[src/rtl/riscv_pkg.sv]
// Shared RV32I opcode constants and instruction-format classification,
// used by the encoder and the immediate decoder.
package riscv_pkg;

    localparam logic [6:0] OP_LW        = 7'b0000011;
    localparam logic [6:0] OP_SW        = 7'b0100011;
    localparam logic [6:0] OP_JAL       = 7'b1101111;
    localparam logic [6:0] OP_LUI       = 7'b0110111;
    localparam logic [6:0] OP_JALR      = 7'b1100111;
    localparam logic [6:0] OP_AUIPC     = 7'b0010111;
    localparam logic [6:0] OP_BRANCH    = 7'b1100011;
    localparam logic [6:0] OP_IMMEDIATE = 7'b0010011;
    localparam logic [6:0] OP_RTYPE     = 7'b0110011;

    typedef enum logic [2:0] {
        FMT_I,
        FMT_S,
        FMT_B,
        FMT_U,
        FMT_J,
        FMT_R,
        FMT_BAD
    } fmt_t;

    function automatic fmt_t fmt_of(input logic [6:0] op);
        case (op)
            OP_IMMEDIATE, OP_LW, OP_JALR: return FMT_I;
            OP_SW:                        return FMT_S;
            OP_BRANCH:                    return FMT_B;
            OP_LUI, OP_AUIPC:             return FMT_U;
            OP_JAL:                       return FMT_J;
            OP_RTYPE:                     return FMT_R;
            default:                      return FMT_BAD;
        endcase
    endfunction

endpackage

[src/rtl/imm_range_check.sv]
// Combinational check that an immediate fits the field of its instruction
// format (including the even-offset rule for branches and jumps).
module imm_range_check
    import riscv_pkg::*;
(
    input  fmt_t               fmt,
    input  logic signed [31:0] imm,
    output logic               bad
);

    always_comb begin
        bad = 1'b0;
        case (fmt)
            FMT_I, FMT_S: bad = (imm < -32'sd2048) || (imm > 32'sd2047);
            FMT_B:        bad = (imm < -32'sd4096) || (imm > 32'sd4094) || imm[0];
            FMT_J:        bad = (imm < -32'sd1048576) || (imm > 32'sd1048574) || imm[0];
            FMT_U:        bad = |imm[11:0];
            default:      bad = 1'b0;
        endcase
    end

endmodule

[src/rtl/instr_encoder.sv]
// RV32I instruction encoder with a single ready/valid output register.
// Define ENCODER_RANGE_CHECK_EN to flag immediates that do not fit their field.
module instr_encoder
    import riscv_pkg::*;
(
    input  logic               clk,
    input  logic               rst,
    input  logic               valid_i,
    output logic               ready_o,
    input  logic [6:0]         opcode_i,
    input  logic [4:0]         rd_i,
    input  logic [4:0]         rs1_i,
    input  logic [4:0]         rs2_i,
    input  logic [2:0]         funct3_i,
    input  logic [6:0]         funct7_i,
    input  logic signed [31:0] imm_i,
    output logic               valid_o,
    input  logic               ready_i,
    output logic [31:0]        instr_o,
    output logic               err_o,
    output logic [15:0]        count_o
);

    fmt_t               fmt;
    logic [31:0]        instr_p0;
    logic               err_p0;
    logic               range_bad;
    logic               vld_p1;
    logic [31:0]        instr_p1;
    logic               err_p1;
    logic [15:0]        beat_cnt;

    function automatic logic [31:0] pack(
        input fmt_t        f,
        input logic [6:0]  op,
        input logic [4:0]  rd,
        input logic [4:0]  rs1,
        input logic [4:0]  rs2,
        input logic [2:0]  f3,
        input logic [6:0]  f7,
        input logic [31:0] imm
    );
        case (f)
            FMT_I:   return {imm[11:0], rs1, f3, rd, op};
            FMT_S:   return {imm[11:5], rs2, rs1, f3, imm[4:0], op};
            FMT_B:   return {imm[12], imm[10:5], rs2, rs1, f3, imm[4:1], imm[11], op};
            FMT_U:   return {imm[31:12], rd, op};
            FMT_J:   return {imm[20], imm[10:1], imm[11], imm[19:12], rd, op};
            FMT_R:   return {f7, rs2, rs1, f3, rd, op};
            default: return 32'h0000_0000;
        endcase
    endfunction

`ifdef ENCODER_RANGE_CHECK_EN
    imm_range_check u_range (
        .fmt (fmt),
        .imm (imm_i),
        .bad (range_bad)
    );
`else
    assign range_bad = 1'b0;
`endif

    // stage p0: combinational packing of the request fields
    assign fmt      = fmt_of(opcode_i);
    assign instr_p0 = pack(fmt, opcode_i, rd_i, rs1_i, rs2_i, funct3_i, funct7_i, imm_i);
    assign err_p0   = (fmt == FMT_BAD) || range_bad;

    assign ready_o = !vld_p1 || ready_i;

    // stage p1: output register; data is cleared too so reset shows zeros
    always_ff @(posedge clk or posedge rst) begin
        if (rst) begin
            vld_p1   <= 1'b0;
            instr_p1 <= 32'h0000_0000;
            err_p1   <= 1'b0;
            beat_cnt <= 16'h0000;
        end else begin
            if (valid_i && ready_o) begin
                vld_p1   <= 1'b1;
                instr_p1 <= instr_p0;
                err_p1   <= err_p0;
            end else if (ready_i) begin
                vld_p1   <= 1'b0;
            end
            if (vld_p1 && ready_i) begin
                beat_cnt <= beat_cnt + 16'd1;
            end
        end
    end

    assign valid_o = vld_p1;
    assign instr_o = instr_p1;
    assign err_o   = err_p1;
    assign count_o = beat_cnt;

endmodule

[config.mk]
export PLATFORM = sky130hd
export DESIGN_NAME = instr_encoder
export DESIGN_NICKNAME = d
export VERILOG_FILES = /design/src/rtl/riscv_pkg.sv /design/src/rtl/imm_range_check.sv /design/src/rtl/instr_encoder.sv
export SDC_FILE = /design/constraint.sdc
export NUM_CORES = 1
export LEC_CHECK = 0
export CORE_MARGIN = 10
export CORE_UTILIZATION = 42
export CTS_CLUSTER_SIZE = 28
export DETAILED_ROUTE_END_ITERATION = 6
export GPL_ROUTABILITY_DRIVEN = 0
export GPL_TIMING_DRIVEN = 1
export PLACE_DENSITY_LB_ADDON = 0.12
export SLEW_MARGIN = 20
export SYNTH_ARGS = -nofsm -noshare
export SYNTH_HDL_FRONTEND = slang
export SYNTH_SLANG_ARGS = --single-unit
export TNS_END_PERCENT = 1
[constraint.sdc]
create_clock -name clk -period 1.7 [get_ports clk]
set_input_delay 0.34 -clock clk [delete_from_list [all_inputs] [get_ports clk]]
set_output_delay 0.34 -clock clk [all_outputs]
set_load 0.02 [all_outputs]
==> results.toml, run 1 <==
[critical_path]
path_max_fanout = 5
critical_path_class = "in -> reg"
cpPeakStageDelay_ns = 0.37
cpMostUsedCell = "buf_4"
crit_chain = "buf_4, and4b_1, o21a_1, inv_2, ha_4, buf_4, o32ai_1, a221o_1, a22oi_2, o21ai_2"
cp.arrival_ns = 1.93
start_kind = "input port"
endpoint_kind = "flip-flop"
r2r_end = "instr_o[22]$_DFFE_PP0P_"
reg2regPathDepth = 7
slowest_stage = "a221o_1"
worst_r2r_startpoint = "valid_o$_DFFE_PP0P_"
rrSetupSlack_ns = 0.21
critPathRequiredTime_ns = 1.89

[grt]
gr-usage-all-layers_pct = 15.9
overflow = 0
grt_pass1_wl_mm = 13.4
grt_pass1_vias = 2690
grt_start_max_net_pins = 51
antenna_found_initial = 0

[floorplan]
start_util_pct = 43.1
fp.coreArea_sq_mm = 0.00631
rows = 29
die_x_microns = 101
die_area_sq_mm = 0.0101
die_h_microns = 101
ios = 119

[yosys]
yosysWarnings = 0
yosys.area_share.simple_pct = 15.6
synth_compound_area_share_pct = 23.9
yosysSeqAreaShare_pct = 45.9
synth-async-reset-ratio_pct = 100
synth_top_area_cell = "dfrtp_1"
ys_seq_elements = 50
synth_ff_type = "dfrtp_1"
syn-num-nets = 319
synth_top_family_by_area = "compound AO/OA/AOI/OAI gates"
synth_fa_ha_area_share_pct = 0.919
synthCells = 249
synthDistinctLibCells = 54
synth_top_area_share_pct = 45.9
synth_area_leaders = "dfrtp_1, a22o_1, xnor2_1"
synth_enable_flop_cells = 0
syn-mean-instance-area_sq_um = 10.9
synth_xor_area_share_pct = 4.82
yosys-mux-area-fraction_pct = 4.64
syn_area_sq_mm = 0.00272

[clocking]
cts_tree = "built"
cts_buffers = 5
clkLatencyLatePin_ns = 0.30
clock_path_buffers = 2
root_buffer = "clkbuf_8"
path_clk_slew_ns = 0.09
cts_sinks = 50
htreeDepth = 2

[detailed_routing]
drt_wl_total_mm = 8.46
dr.first_iter.drc_count = 109
wl_met1_mm = 3.38
drt_first_pass_iters = 4
antenna_left = 0
top_layer_used = "met4"
drc = 0
vias = 2616
wire_per_inst_microns = 17.4
viasPerCell = 5.39
dr_wl_met3_microns = 640
met2_length_mm = 4.39

[power_and_ir_drop]
p_leak_nw = 2.01
ir_drop_mv = 0.604
p_per_area_mw_per_mm2 = 662
power.total_w = 0.00303

[placement]
port-buffer-count = 118
place_hpwl_mm = 6.58

[finish]
final_common_cell = "clkdlybuf4s50_1"
syn2layout_area_growth_pct = 68.2
fin_util_pct = 72.6
fin_nets = 477
fillers = 505
final_cell_mix = "clkdlybuf4s50_1, dfrtp_1, buf_4"
diodes = 0
drive_gt1_share_pct = 26.2

[min_path]
hold_end = "instr_o[0]$_DFFE_PP0P_"
worstHoldStart = "opcode_i[0]"
min_path_type = "in -> reg"
hold_depth = 2

[timing]
finalSetupViolCount = 3
final.min_clock_period_ns = 1.74
worst_slack_ns = -0.0400
hold_viol = 0
fin_crit_sh_pct = 102
rsz0062_at_grt = "true"
final-max-slew-violation-count = 0
tightestPinTransition_ns = 0.304
worst_clock_skew_ns = 0.00539
relSlewSlack_pct = 79.7
fmax_mhz = 575

[outcome]
violations = "setup timing"
status = "complete, but fails checks"

[flow_run]
maxCapViolCount = 0
[worst max path at each step]
stage | start | to | slack (ns) | cells after the start
2_1_floorplan | opcode_i[6] | instr_o[21]$_DFFE_PP0P_ | -0.48 | 9
3_3_place_gp | opcode_i[6] | instr_o[15]$_DFFE_PP0P_ | -0.88 | 8
3_5_place_dp | opcode_i[6] | instr_o[2]$_DFFE_PP0P_ | -0.95 | 8
4_1_cts | opcode_i[1] | instr_o[23]$_DFFE_PP0P_ | -0.15 | 10
5_1_grt | opcode_i[6] | instr_o[22]$_DFFE_PP0P_ | -0.12 | 10
6_report | opcode_i[2] | instr_o[21]$_DFFE_PP0P_ | -0.04 | 10
[sequential cells by signal, indices dropped and copies added, names as in the netlist]
name,flops
instr_o,32
count_o,16
err_o,1
valid_o,1
[metal layers]
metal	global-route usage [%]	up-vias
li1	-	1259
met2	27.5	90
met4	3.26	0
met5	0	-
met3	5.97	6
met1	18.2	1261
[timing repair]
| action | CTS | global route |
|---|---|---|
| pin swaps | 11 | 13 |
| setup endpoints to repair | 42 | 43 |
| hold buffers | 0 | 0 |
| hold endpoints to repair | 0 | 0 |
| gates resized for setup | 48 | 41 |
| buffers inserted | 4 | 6 |
[cell type report]
| cell class | instances | area [sq um] | area share, % |
|---|---|---|---|
| clock buffer | 5 | 68.8 | 1.50 |
| clock inverter | 3 | 45.0 | 0.983 |
| sequential | 50 | 1250 | 27.3 |
| inverter | 6 | 27.5 | 0.601 |
| tap | 77 | 96.3 | 2.10 |
| timing repair buffer | 165 | 1600 | 34.9 |
| multi-input combinational | 179 | 1490 | 32.6 |
[metrics by stage]
step	cells	setup TNS [ns]	hold WS [ns]	setup WS (ns)	area (sq um)
4_1_cts	479	-1.54	0.402	-0.148	4410
3_5_place_dp	467	-30.28	0.466	-0.948	4240
2_1_floorplan	249	-9.39	0.448	-0.483	2750
5_1_grt	485	-0.666	0.331	-0.119	4580
6_report	485	-0.0939	0.324	-0.0400	4580
3_3_place_gp	467	-28.63	0.461	-0.876	4240
[logic make-up (layout without fill, tap and decap cells)]
kind of cell,after synthesis,count (layout)
adders and majority gates,2,2
buffers and inverters,20,179
DFF,50,50
AOI/OAI and AO/OA,80,80
xor gates and xnor gates,15,15
muxes,11,11
and+or+nand+nor,71,71
[Yosys cell counts (2+ instances only)]
cell       n
dfrtp_1   50
nand2_1   25
a22o_1    24
xnor2_1   12
a32oi_1   11
a22oi_1    9
nand3_1    8
mux2_2     7
o21ai_0    7
nand4_1    6
nor2_1     6
o21ai_1    6
a21oi_1    5
buf_2      4
clkbuf_1   4
inv_1      4
and3_1     3
buf_4      3
buf_6      3
mux2_1     3
nand2b_1   3
nor3_1     3
o21ai_2    3
xor2_1     3
a21oi_2    2
a21oi_4    2
ha_1       2
inv_2      2
nand3b_1   2
nand4b_1   2
o211ai_1   2
[where the power goes]
group	total (W)	internal, W	switching (W)
logic	0.000817	0.000439	0.000378
registers	0.00137	0.00128	0.0000973
clock network	0.000843	0.000438	0.000405
[critical path, delay by kind of cell]
| kind | cells | cell delay, ns |
|---|---|---|
| AND/OR/NAND/NOR | 1 | 0.17 |
| buffers and inverters | 3 | 0.35 |
| adder cells (fa/ha/maj) | 1 | 0.16 |
| AO/OA/AOI/OAI | 5 | 0.91 |
(Power assumes the default switching activity.)
==> run 2, diff against run 1 <==
--- a/config.mk
+++ b/config.mk
@@ -7,7 +7,6 @@
 export LEC_CHECK = 0
 export CORE_MARGIN = 10
 export CORE_UTILIZATION = 42
-export CTS_CLUSTER_SIZE = 28
 export DETAILED_ROUTE_END_ITERATION = 6
 export GPL_ROUTABILITY_DRIVEN = 0
 export GPL_TIMING_DRIVEN = 1
==> results of run 2 <==
Final layout, timing and power as in run 1 (identical DEF).
